## src/rtl/ex_muldiv.sv

```systemverilog
// Iterative EX-stage multiply/divide unit owning the HI/LO registers.
// Shift-add multiply and restoring divide, one bit per cycle, then a sign-fix cycle.
module ex_muldiv #(
    parameter int unsigned XLEN = 32
) (
    input  logic            clk,
    input  logic            rst,
    input  logic            start,
    input  logic [2:0]      op,
    input  logic [XLEN-1:0] a,
    input  logic [XLEN-1:0] b,
    input  logic            rd_hilo,
    input  logic            flush,
    output logic            busy,
    output logic            stall,
    output logic            done,
    output logic [XLEN-1:0] hi,
    output logic [XLEN-1:0] lo
);

    localparam logic [1:0] StIdle = 2'd0;
    localparam logic [1:0] StRun  = 2'd1;
    localparam logic [1:0] StFix  = 2'd2;

    localparam logic [5:0] IterCnt = 6'(XLEN);

    localparam logic [2:0] OpMthi = 3'b100;
    localparam logic [2:0] OpMtlo = 3'b101;

    logic [1:0]        state_q, state_d;
    logic [5:0]        cnt_q, cnt_d;
    logic [2*XLEN-1:0] acc_q, acc_d;
    logic [XLEN-1:0]   mb_q, mb_d;
    logic              is_div_q, is_div_d;
    logic              neg_quo_q, neg_quo_d;
    logic              neg_rem_q, neg_rem_d;
    logic [XLEN-1:0]   hi_q, hi_d;
    logic [XLEN-1:0]   lo_q, lo_d;
    logic              done_q, done_d;

    // Operand decode for the accepting cycle
    logic            signed_op;
    logic            a_neg;
    logic            b_neg;
    logic [XLEN-1:0] a_mag;
    logic [XLEN-1:0] b_mag;
    logic            b_zero;

    assign signed_op = ~op[0];
    assign a_neg     = signed_op & a[XLEN-1];
    assign b_neg     = signed_op & b[XLEN-1];
    assign a_mag     = a_neg ? -a : a;
    assign b_mag     = b_neg ? -b : b;
    assign b_zero    = (b == '0);

    // One multiply step: multiplier sits in the low half and is consumed LSB first
    logic [XLEN:0]     mul_sum;
    logic [2*XLEN-1:0] mul_next;

    assign mul_sum  = {1'b0, acc_q[2*XLEN-1:XLEN]} + (acc_q[0] ? {1'b0, mb_q} : '0);
    assign mul_next = {mul_sum, acc_q[XLEN-1:1]};

    // One restoring-divide step: remainder in the high half, quotient shifts into the low half
    logic [XLEN:0]     div_rem_sh;
    logic [XLEN:0]     div_diff;
    logic              div_ok;
    logic [2*XLEN-1:0] div_next;

    assign div_rem_sh = acc_q[2*XLEN-1:XLEN-1];
    assign div_diff   = div_rem_sh - {1'b0, mb_q};
    assign div_ok     = ~div_diff[XLEN];
    assign div_next   = {div_ok ? div_diff[XLEN-1:0] : div_rem_sh[XLEN-1:0],
                         acc_q[XLEN-2:0], div_ok};

    logic [2*XLEN-1:0] prod_fix;
    logic [XLEN-1:0]   quo_fix;
    logic [XLEN-1:0]   rem_fix;

    assign prod_fix = neg_quo_q ? -acc_q : acc_q;
    assign quo_fix  = neg_quo_q ? -acc_q[XLEN-1:0] : acc_q[XLEN-1:0];
    assign rem_fix  = neg_rem_q ? -acc_q[2*XLEN-1:XLEN] : acc_q[2*XLEN-1:XLEN];

    always_comb begin
        state_d   = state_q;
        cnt_d     = cnt_q;
        acc_d     = acc_q;
        mb_d      = mb_q;
        is_div_d  = is_div_q;
        neg_quo_d = neg_quo_q;
        neg_rem_d = neg_rem_q;
        hi_d      = hi_q;
        lo_d      = lo_q;
        done_d    = 1'b0;

        unique case (state_q)
            StIdle: begin
                if (start && !flush) begin
                    if (op == OpMthi) begin
                        hi_d = a;
                    end else if (op == OpMtlo) begin
                        lo_d = a;
                    end else if (!op[2]) begin
                        state_d   = StRun;
                        cnt_d     = IterCnt;
                        acc_d     = {{XLEN{1'b0}}, a_mag};
                        mb_d      = b_mag;
                        is_div_d  = op[1];
                        // Divide by zero keeps the all-ones quotient unnegated
                        neg_quo_d = (a_neg ^ b_neg) & ~(op[1] & b_zero);
                        neg_rem_d = a_neg & op[1];
                    end
                end
            end
            StRun: begin
                acc_d = is_div_q ? div_next : mul_next;
                cnt_d = cnt_q - 6'd1;
                if (cnt_q == 6'd1) begin
                    state_d = StFix;
                end
            end
            StFix: begin
                if (is_div_q) begin
                    hi_d = rem_fix;
                    lo_d = quo_fix;
                end else begin
                    hi_d = prod_fix[2*XLEN-1:XLEN];
                    lo_d = prod_fix[XLEN-1:0];
                end
                state_d = StIdle;
                done_d  = 1'b1;
            end
            default: begin
                state_d = StIdle;
            end
        endcase

        if (flush && state_q != StIdle) begin
            state_d = StIdle;
            cnt_d   = '0;
            hi_d    = hi_q;
            lo_d    = lo_q;
            done_d  = 1'b0;
        end
    end

    always_ff @(posedge clk) begin
        if (rst) begin
            state_q   <= StIdle;
            cnt_q     <= '0;
            acc_q     <= '0;
            mb_q      <= '0;
            is_div_q  <= 1'b0;
            neg_quo_q <= 1'b0;
            neg_rem_q <= 1'b0;
            hi_q      <= '0;
            lo_q      <= '0;
            done_q    <= 1'b0;
        end else begin
            state_q   <= state_d;
            cnt_q     <= cnt_d;
            acc_q     <= acc_d;
            mb_q      <= mb_d;
            is_div_q  <= is_div_d;
            neg_quo_q <= neg_quo_d;
            neg_rem_q <= neg_rem_d;
            hi_q      <= hi_d;
            lo_q      <= lo_d;
            done_q    <= done_d;
        end
    end

    assign busy  = (state_q != StIdle);
    assign stall = busy & (start | rd_hilo);
    assign done  = done_q;
    assign hi    = hi_q;
    assign lo    = lo_q;

endmodule

```

## config.mk

```make
export PLATFORM = sky130hd
export DESIGN_NAME = ex_muldiv
export DESIGN_NICKNAME = d
export VERILOG_FILES = /design/src/rtl/ex_muldiv.sv
export SDC_FILE = /design/constraint.sdc
export NUM_CORES = 1
export LEC_CHECK = 0
export CAP_MARGIN = 10
export CORE_AREA = 8 8 164 166
export CTS_CLUSTER_SIZE = 28
export DETAILED_ROUTE_END_ITERATION = 8
export DIE_AREA = 0 0 172 174
export PLACE_DENSITY = 0.81
export SLEW_MARGIN = 5
export SYNTH_ARGS = -nofsm -noshare
export SYNTH_HDL_FRONTEND = slang
export SYNTH_SLANG_ARGS = --single-unit
```

## constraint.sdc

```tcl
create_clock -name clk -period 4.3 [get_ports clk]
set_input_delay 1.29 -clock clk [delete_from_list [all_inputs] [get_ports clk]]
set_output_delay 1.29 -clock clk [all_outputs]
set_load 0.02 [all_outputs]
```

==> reports/qor.csv, run 1 <==
metric;value;unit
largest family of logic cells by synthesized area;compound AO/OA/AOI/OAI gates;
detailed-route wire length;50600;microns
TritonCTS buffer count;17;
clk buf depth;2;
count of different cell masters after synthesis;77;
most common cell after layout, fill and taps aside;nor2_1;
Crit-path slowest cell;nor2_4;
maximum vdd drop;239;uV
Clock Power Share;36.6;%
Compound-Gate Fraction of Synth Area;28.8;%
internal power;0.00294;W
critical path arrival;4.17;ns
Sink Count;172;
Startpoint Class;flip-flop;
CP Capture Type;flip-flop;
Overall Power;0.00454;W
router iterations before antenna repair;6;
vias in the first global route;14100;
Multi-input gate area;9890;sq um
Die Span Y;174;microns
htree depth;4;
total grt overflow;0;
drt wl/cell;21.5;microns
LEAKAGE;6.52;nW
syn avg cell area;7.35;sq um
detailed placement HPWL;38900;microns
synth warn;0;
initial antenna violation count;0;
Worst Path Required;4.63;ns
total of max-cap violations;0;
outcome;finished, final reports clean;
post-synth net total;2059;
max_slew headroom;19.7;%
hold crit path type;reg -> reg;
power share of the combinational group;25.2;%
n_diodes;0;
highest-count cells in the layout ignoring fill and taps;nor2_1 (236), a21oi_1 (189), dfxtp_1 (171), nand2_1 (154), clkdlybuf4s50_1 (137);
full die area;29900;sq um
Synth Cell Area;14100;sq um
Post-Synth Adder-Cell Area;6.51;%
Post-CTS Hold Buffers;0;
Worst Skew;0.0187;ns
Post-DRT Antenna Nets;0;
unrepaired setup endpoints after global routing;false;
Die X;172;microns
number of synthesized register bits;172;
xor/xnor cell area share of the yosys netlist;10.3;%
Sw Ratio;35.1;%
CTS tree;yes;
post-route design area;16500;sq um
Storage cell area;3440;sq um
total core area;24500;sq um
Clock transition at path regs;0.08;ns
path type of the worst setup path;reg -> reg;
hold slack;0.457;ns
mux contribution to synthesized area;3.20;%
dpl cell area;15900;sq um
Area Growth Syn to Fin;17.6;%
Rows;58;
initial drt markers;1617;
# DRC;0;
via count;15300;
Setup Fix Bufs, Post-CTS;0;
share of cells above drive strength 1;6.77;%
FILL cells;2160;
Starting Density;57.4;%
sequential share of the synthesized area;24.5;%
number of synthesized flops with an enable pin;0;
CP cell instances;ha_1, fa_1, nand2b_1, a21o_1, a21oi_1, o21ai_2, a2111oi_2, nor3_1, nor2_4, buf_4, mux2i_1, o21ai_0;
IO Count;139;
Synth Area in Simple Gates;21.2;%
final setup margin;0.461;ns
CP peak stage delay;0.52;ns
Clock Root Buffer;clkbuf_16;
post-CTS resize count;0;
Seq pwr share;38.2;%
Via density;6.48;
PwrDens;274;nW/um^2
first-pass GRT wire length;78100;microns
Final min period;3.84;ns
Psw;0.00159;W
PortBufs;138;
largest net degree at the start of global routing;56;
Worst Max-Slew Pin Slew;1.20;ns
fmax;260;MHz
GRT Total Usage;32.8;%
Clk Latency, worst-skew pair;0.45;ns
Worst Path Max Fanout;17;
count of final setup violators;0;
synthesized instance count;1915;
Final Hold Vio Count;0;
period utilization;89.3;%
Synth Flop Type;dfxtp_1;
Max Slew Vio Count;0;
Total Nets Final;2155;
Setup TNS Final;0;ns
Place WS;0.0968;ns
Post-synth ARST share;0;%
Final Wtd Congestion;1.01;
## power by group through the flow
| stage | combinational (W) | sequential, W | clock (W) |
|---|---|---|---|
| floorplan | 0.000749 | 0.00174 | 0 |
| global placement | 0.00109 | 0.00177 | 0 |
| detailed placement | 0.00111 | 0.00177 | 0 |
| CTS | 0.00112 | 0.00173 | 0.00166 |
| global route | 0.00123 | 0.00174 | 0.00172 |
| finish | 0.00114 | 0.00173 | 0.00166 |
## flip-flops by register name (all words and copies together), names as in the netlist, 2 cells and up
signal,cells
state_q,2
mb_q,32
cnt_q,6
lo,32
hi,32
acc_q,64
## per-stage QoR
step                std cells  util, %
floorplan                1915        -
global placement         2322     64.9
detailed placement       2322     64.9
CTS                      2354     67.5
global route             2354     67.5
finish                   2354     67.5
## synthesized netlist by cell type (4+ instances only)
cell type | count | area share, %
o31ai_1 | 28 | 1.5
buf_2 | 7 | 0.25
a32oi_1 | 5 | 0.31
o21a_1 | 4 | 0.21
ha_1 | 70 | 6.2
o221ai_1 | 5 | 0.31
inv_1 | 71 | 1.9
nand2b_1 | 24 | 1.1
and3_1 | 15 | 0.67
nor2_1 | 238 | 6.3
nor4_1 | 22 | 0.98
a2111oi_0 | 4 | 0.25
o211ai_1 | 18 | 0.96
and2_1 | 16 | 0.71
nand2_1 | 154 | 4.1
dfxtp_1 | 172 | 24
or4_1 | 13 | 0.69
clkbuf_1 | 106 | 2.8
a22oi_1 | 23 | 1.2
o21ai_1 | 5 | 0.18
a21o_1 | 28 | 1.5
nand4_1 | 14 | 0.62
nor3_1 | 48 | 1.7
a31o_2 | 4 | 0.25
a211o_1 | 4 | 0.25
buf_1 | 13 | 0.35
mux2i_1 | 45 | 3.2
o21ai_0 | 125 | 4.4
nand3b_1 | 4 | 0.21
xor2_1 | 90 | 5.6
or3_1 | 16 | 0.71
nand3_1 | 28 | 1.0
a311oi_1 | 13 | 0.81
a211oi_1 | 92 | 4.9
nor2b_1 | 11 | 0.49
a21oi_1 | 189 | 6.7
o41ai_1 | 19 | 1.2
or2_2 | 9 | 0.40
o21bai_1 | 10 | 0.53
xnor2_1 | 75 | 4.7
a31oi_1 | 19 | 0.84
## layout make-up
type,instances,area share (%)
clock buffers,17,2.57
clock inverters,15,1.19
inverters,72,1.63
multi-input cells,1542,59.7
flip-flops and latches,172,20.8
well taps,330,2.49
repair buffers,206,11.6
## final timing paths
check,endpoint,slack [ns],depth (start not counted),from
max,acc_q[55],0.46,12,mb_q[0]
min,lo[22],0.46,2,lo[22]
max reg2reg,acc_q[55],0.46,12,mb_q[0]
min reg2reg,lo[22],0.46,2,lo[22]
## cells by family (layout without fill, tap and decap cells)
group | after synthesis | after routing
buffers and inverters | 201 | 310
XOR/XNOR | 165 | 165
AND/OR/NAND/NOR | 630 | 630
multiplexers | 45 | 45
AO/OA/AOI/OAI | 630 | 630
adder cells (fa/ha/maj) | 72 | 72
flip-flops | 172 | 172
## metal layers
| layer | vias up | global-route usage [%] | share of wire (%) |
|---|---|---|---|
| met4 | 0 | 17.9 | 5.8 |
| met1 | 7079 | 42.4 | 40 |
| li1 | 7152 | - | - |
| met2 | 869 | 51.0 | 44 |
| met5 | - | 0 | 0 |
| met3 | 159 | 5.44 | 10 |
## critical path: cells and delay by family, from the launching register on
kind,cells,cell delay [ns]
compound gates,5,1.18
simple gates,3,0.91
fa+ha+maj,2,0.64
flops,1,0.37
buf+inv,1,0.36
mux,1,0.25
(Power assumes the default switching activity.)
==> inputs of run 2 (changes only) <==
Settings changed: PLACE_DENSITY 0.81 to unset, PLACE_DENSITY_LB_ADDON set to 0.12.
==> run 2 against run 1 <==
Against the previous run: via count fell by 0.68%; clock-buffer cell count is 1 higher; critical path depth is 1 higher; critical endpoint is now acc_q[63]; die area is the same; clock power is 4% lower; fmax down 2.4%; global-route usage up 0.81 points; combinational power barely moved.
==> reports/qor.csv, run 2 (same netlist as run 1, synthesis figures left out) <==
metric;value;unit;change
hold_sp;hi[6];;was lo[22]
max_slew headroom;43.8;%;was 19.7%
period utilization;91.5;%;was 89.3%
register name with the most flops;acc_q;;unchanged
Storage cell area;3440;sq um;unchanged
drt wl/cell;21.7;microns;was 21.5 microns
Sw Ratio;35.2;%;was 35.1%
Sink Count;172;;unchanged
Worst Max-Slew Pin Slew;0.836;ns;was 1.20 ns
Starting Density;57.4;%;unchanged
GRT Total Usage;33.6;%;was 32.8%
Via density;6.46;;was 6.48
Post-CTS Hold Buffers;0;;unchanged
internal power;0.00289;W;was 0.00294 W
Overall Power;0.00446;W;was 0.00454 W
Clk Latency, worst-skew pair;0.45;ns;about the same
vias in the first global route;14300;;was 14.1k
FILL cells;2217;;was 2,160
critical path arrival;4.26;ns;was 4.17 ns
clk buf depth;2;;unchanged
Worst Skew;0.0129;ns;was 0.0187 ns
Die X;172;microns;unchanged
path type of the worst setup path;reg -> reg;;unchanged
total core area;24500;sq um;unchanged
LEAKAGE;6.47;nW;was 6.52 nW
worst r2r src;acc_q[0];;was mb_q[0]
reg2reg end;acc_q[63];;was acc_q[55]
maximum vdd drop;227;uV;was 239 uV
PwrDens;271;nW/um^2;was 274 nW/um^2
unrepaired setup endpoints after global routing;false;;unchanged
power share of the combinational group;25.5;%;was 25.2%
flop2flop setup slack;0.36;ns;was 0.46 ns
total grt overflow;0;;unchanged
Die Span Y;174;microns;unchanged
fmax;254;MHz;was 260 MHz
Clock transition at path regs;0.07;ns;was 0.08 ns
post-CTS resize count;0;;unchanged
Final Hold Vio Count;0;;unchanged
Final min period;3.94;ns;was 3.84 ns
n_diodes;0;;unchanged
outcome;finished, final reports clean;;unchanged
reg2reg path depth;13;;was 12
detailed placement HPWL;38900;microns;about the same
most common cell after layout, fill and taps aside;nor2_1;;unchanged
first-pass GRT wire length;80000;microns;was 78,100 microns
Post-DRT Antenna Nets;0;;unchanged
share of cells above drive strength 1;6.45;%;was 6.77%
total of max-cap violations;0;;unchanged
IO Count;139;;unchanged
Final Wtd Congestion;1.03;;was 1.01
Worst Path Required;4.62;ns;was 4.63 ns
Clock Root Buffer;clkbuf_16;;unchanged
Total Nets Final;2148;;was 2,155
Seq pwr share;38.9;%;was 38.2%
largest net degree at the start of global routing;76;;was 56
TritonCTS buffer count;17;;unchanged
PortBufs;138;;unchanged
Area Growth Syn to Fin;17.0;%;was 17.6%
Rows;58;;unchanged
hold path endpoint;hi[6];;was lo[22]
Psw;0.00157;W;was 0.00159 W
detailed-route wire length;50900;microns;was 50,600 microns
initial antenna violation count;0;;unchanged
Startpoint Class;flip-flop;;unchanged
initial drt markers;1500;;was 1,617
hold crit path type;reg -> reg;;unchanged
htree depth;4;;unchanged
highest-count cells in the layout ignoring fill and taps;nor2_1 (236), a21oi_1 (189), dfxtp_1 (171), nand2_1 (154), clkdlybuf4s50_1 (137);;unchanged
via count;15200;;was 15.3k
# DRC;0;;unchanged
count of final setup violators;0;;unchanged
Setup Fix Bufs, Post-CTS;0;;unchanged
full die area;29900;sq um;unchanged
CP Capture Type;flip-flop;;unchanged
router iterations before antenna repair;6;;unchanged
Clock Power Share;35.6;%;was 36.6%
Max Slew Vio Count;0;;unchanged
CTS tree;yes;;unchanged
Setup TNS Final;0;ns;unchanged
Multi-input gate area;9890;sq um;unchanged
max reg flops;64;;unchanged
hold depth;2;;unchanged
Worst Path Max Fanout;13;;was 17
[run 2: final cells by class]
class,instances,share of cell area (%)
Multi-Input combinational cell,1542,60.0
Sequential cell,172,20.9
Timing Repair Buffer,199,11.4
Clock buffer,18,2.67
Tap cell,330,2.51
Inverter,72,1.64
Clock inverter,14,0.881
[run 2: how the worst max path moves through the flow]
stage	startpoint	endpoint	slack, ns	cells past startpoint
after global routing	acc_q[0]	acc_q[63]	0.04	14
after global placement	a[12]	acc_q[29]	0.22	10
final	acc_q[0]	acc_q[63]	0.36	13
after detailed placement	a[12]	acc_q[29]	0.16	10
after floorplan	a[11]	acc_q[29]	0.80	9
after CTS	acc_q[32]	acc_q[56]	0.42	12
[run 2: worst max-delay path: stages, from the launching register on]
cell      delay (ns)
dfxtp_1         0.50
inv_1           0.29
nor2_1          0.17
ha_1            0.29
o21ai_0         0.22
a21oi_1         0.11
o311ai_0        0.71
o21ai_0         0.38
a31oi_1         0.39
o31ai_1         0.13
buf_4           0.16
a31o_2          0.24
o311ai_0        0.10
o21ai_0         0.12
[run 2: power by group through the flow]
stage                     Clock (W)  Sequential, W  Combinational [W]
after global placement            0        0.00177            0.00110
final                       0.00159        0.00173            0.00114
after global routing        0.00165        0.00174            0.00123
after floorplan                   0        0.00174           0.000749
after detailed placement          0        0.00177            0.00111
after CTS                   0.00159        0.00173            0.00112
[run 2: layer usage]
metal | up-vias | routed length, microns | GRT usage [%]
met3 | 154 | 4460 | 4.61
met1 | 7010 | 20800 | 43.5
met2 | 837 | 22100 | 51.3
met4 | 0 | 3570 | 21.8
met5 | - | 0 | 0
li1 | 7155 | - | -
[run 2: through the flow]
stage / utilization, % / instance area, sq um / setup WS, ns / hold WS, ns / std cells
final: 67.2 / 16500 / 0.365 / 0.457 / 2347
after global routing: 67.2 / 16500 / 0.0427 / 0.469 / 2347
after CTS: 67.2 / 16500 / 0.422 / 0.458 / 2347
after detailed placement: 64.8 / 15900 / 0.159 / 0.440 / 2315
after global placement: 64.8 / 15900 / 0.224 / 0.441 / 2315
after floorplan: - / 14100 / 0.796 / 0.432 / 1915
==> variant: new RTL, settings of run 1 <==
`XLEN`: 32 -> 16.
--- a/src/rtl/ex_muldiv.sv
+++ b/src/rtl/ex_muldiv.sv
@@ -1,7 +1,7 @@
 // Iterative EX-stage multiply/divide unit owning the HI/LO registers.
 // Shift-add multiply and restoring divide, one bit per cycle, then a sign-fix cycle.
 module ex_muldiv #(
-    parameter int unsigned XLEN = 32
+    parameter int unsigned XLEN = 16
 ) (
     input  logic            clk,
     input  logic            rst,
Interface: changed (resized a, b, hi and lo); port bits go from 139 to 75. The function was not compared with the original's and may differ.
==> variant against run 1 <==
  * Combinational power up 12%
  * Via count down 50%
  * Power down 30%
  * Synthesized area down 47%
  * Clock skew down 0.0096 ns
  * Core utilization down 32 points
  * Routed wire length down 54%
  * Setup slack better by 0.041 ns
  * Sequential share of layout area up 0.39 points
  * Sequential cell count down 80
  * Sequential power down 40%
  * Cell area down 48%
  * Critical path depth down 9
  * Fmax up 1.1%
  * Critical path type is now input port to primary output
==> variant: results (changes against run 1) <==
[synth]
synth_compound_gate_area_share_pct = 29.2  ; +0.38 points
synth_area_leaders = dfxtp_1 (25%), nor2_1 (6.4%), ha_1 (6.4%), a21oi_1 (6.4%), xnor2_1 (5.1%)
synthMuxAreaShare_pct = 2.70  ; -0.50 points
synth_fa_ha_area_share_pct = 6.96  ; +0.46 points
yosys.area_share.xor_xnor_pct = 9.11  ; -1.2 points
async_flop_share_pct = 0  ; unchanged
ys_seq_area_share_pct = 24.9  ; +0.42 points
ys_types = 79  ; +2.6%
syn_nets = 1067  ; -48%
synth_common_cells = nor2_1 (127), a21oi_1 (94), dfxtp_1 (92)

[clock_network]
clk_latency_ns = 0.35  ; -0.10 ns
cts_buffers = 9  ; -8
cts_root_buf = clkbuf_16
cts_htree_levels = 3  ; -1
cts.path.max_buffers = 2  ; unchanged

[outcome]
outcome = finished, final reports clean

[power]
finalPower_mw = 3.16  ; -30%
ir_drop_v = 0.000199  ; -17%
clockPowerShare_pct = 26.6  ; -10 points
comb_power_mw = 1.28  ; +12%
power.leakage_nw = 3.19  ; -51%

[final_layout]
drive_gt1_share_pct = 4.97  ; -1.8 points
fin_nets = 1102  ; -49%
fillCellCount = 2587  ; +20%
largest_reg_flops = 32  ; -50%
largest-register = acc_q

[route]
firstDrtPassIters = 5  ; -1
routed_wl_microns = 23400  ; -54%
routed_via_density = 5.61  ; -13%
first_iter_violations = 807  ; -50%

[critical_path]
path_class = input port to primary output
arrival_ns = 2.51  ; -1.66 ns
worst-r2r-setup-slack_ns = 1.07  ; +0.61 ns
critical_path.max_stage_delay_ns = 0.60  ; +0.08 ns
ff2ff_path_depth = 10  ; -2
worstPathMaxFanout = 3  ; -14
rr_startpoint = acc_q[0]$_SDFFE_PP0P_
cp-endpoint = stall
reg2reg_to = acc_q[31]$_SDFFE_PP0P_
slowest_stage = clkdlybuf4s50_1
cp-startpoint = start

[placed_design]
hpwl_microns = 17700  ; -54%
gp_congestion = 0.930  ; -7.9%
io_buffers = 74  ; -46%

[global_route]
grt.total_usage_pct = 15.5  ; -17 points
grt_pass1_wl_microns = 37700  ; -52%
grt_pass1_vias = 7145  ; -49%
grtUsageMet2_pct = 24.1  ; -27 points
met1_usage_pct = 20.8  ; -22 points
grt_max_degree = 52  ; -7.1%
gr-usage-met3_pct = 2.38  ; -3.1 points

[timing]
skew_ns = 0.00913  ; -0.00957 ns
tightestPinTransition_ns = 1.05  ; -0.145 ns

[hold_path]
hp-start = hi[0]$_SDFFE_PP0P_
hold_end = hi[0]$_SDFFE_PP0P_

## variant: metal layers
metal | wire length (microns) | up-vias
met1 | 10400 | 3564
met3 | 1630 | 57
met5 | 0 | -
li1 | - | 3669
met4 | 826 | 0
met2 | 10500 | 329
## variant: metrics by stage
stage          instance area [sq um]  worst slack, ns  hold WS (ns)  cells  utilization [%]
2_1_floorplan                   7400             1.48         0.432    987                -
3_3_place_gp                    8380            0.491         0.439   1341             34.2
3_5_place_dp                    8380            0.490         0.448   1341             34.2
4_1_cts                         8690            0.488         0.458   1357             35.4
5_1_grt                         8690            0.464         0.475   1357             35.4
6_report                        8690            0.501         0.454   1357             35.4
## variant: worst max-delay path, delay by kind of cell
| kind | cells | cell delay, ns |
|---|---|---|
| AO/OA/AOI/OAI | 1 | 0.12 |
| buffers and inverters | 2 | 1.10 |
## variant: final cells by class
class	instances	share of cell area, %
multi-input combinational	794	59.3
tap	330	4.75
timing repair buffer	86	9.51
clock inverter	7	0.922
inverter	39	1.69
clock buffer	9	2.59
sequential	92	21.2
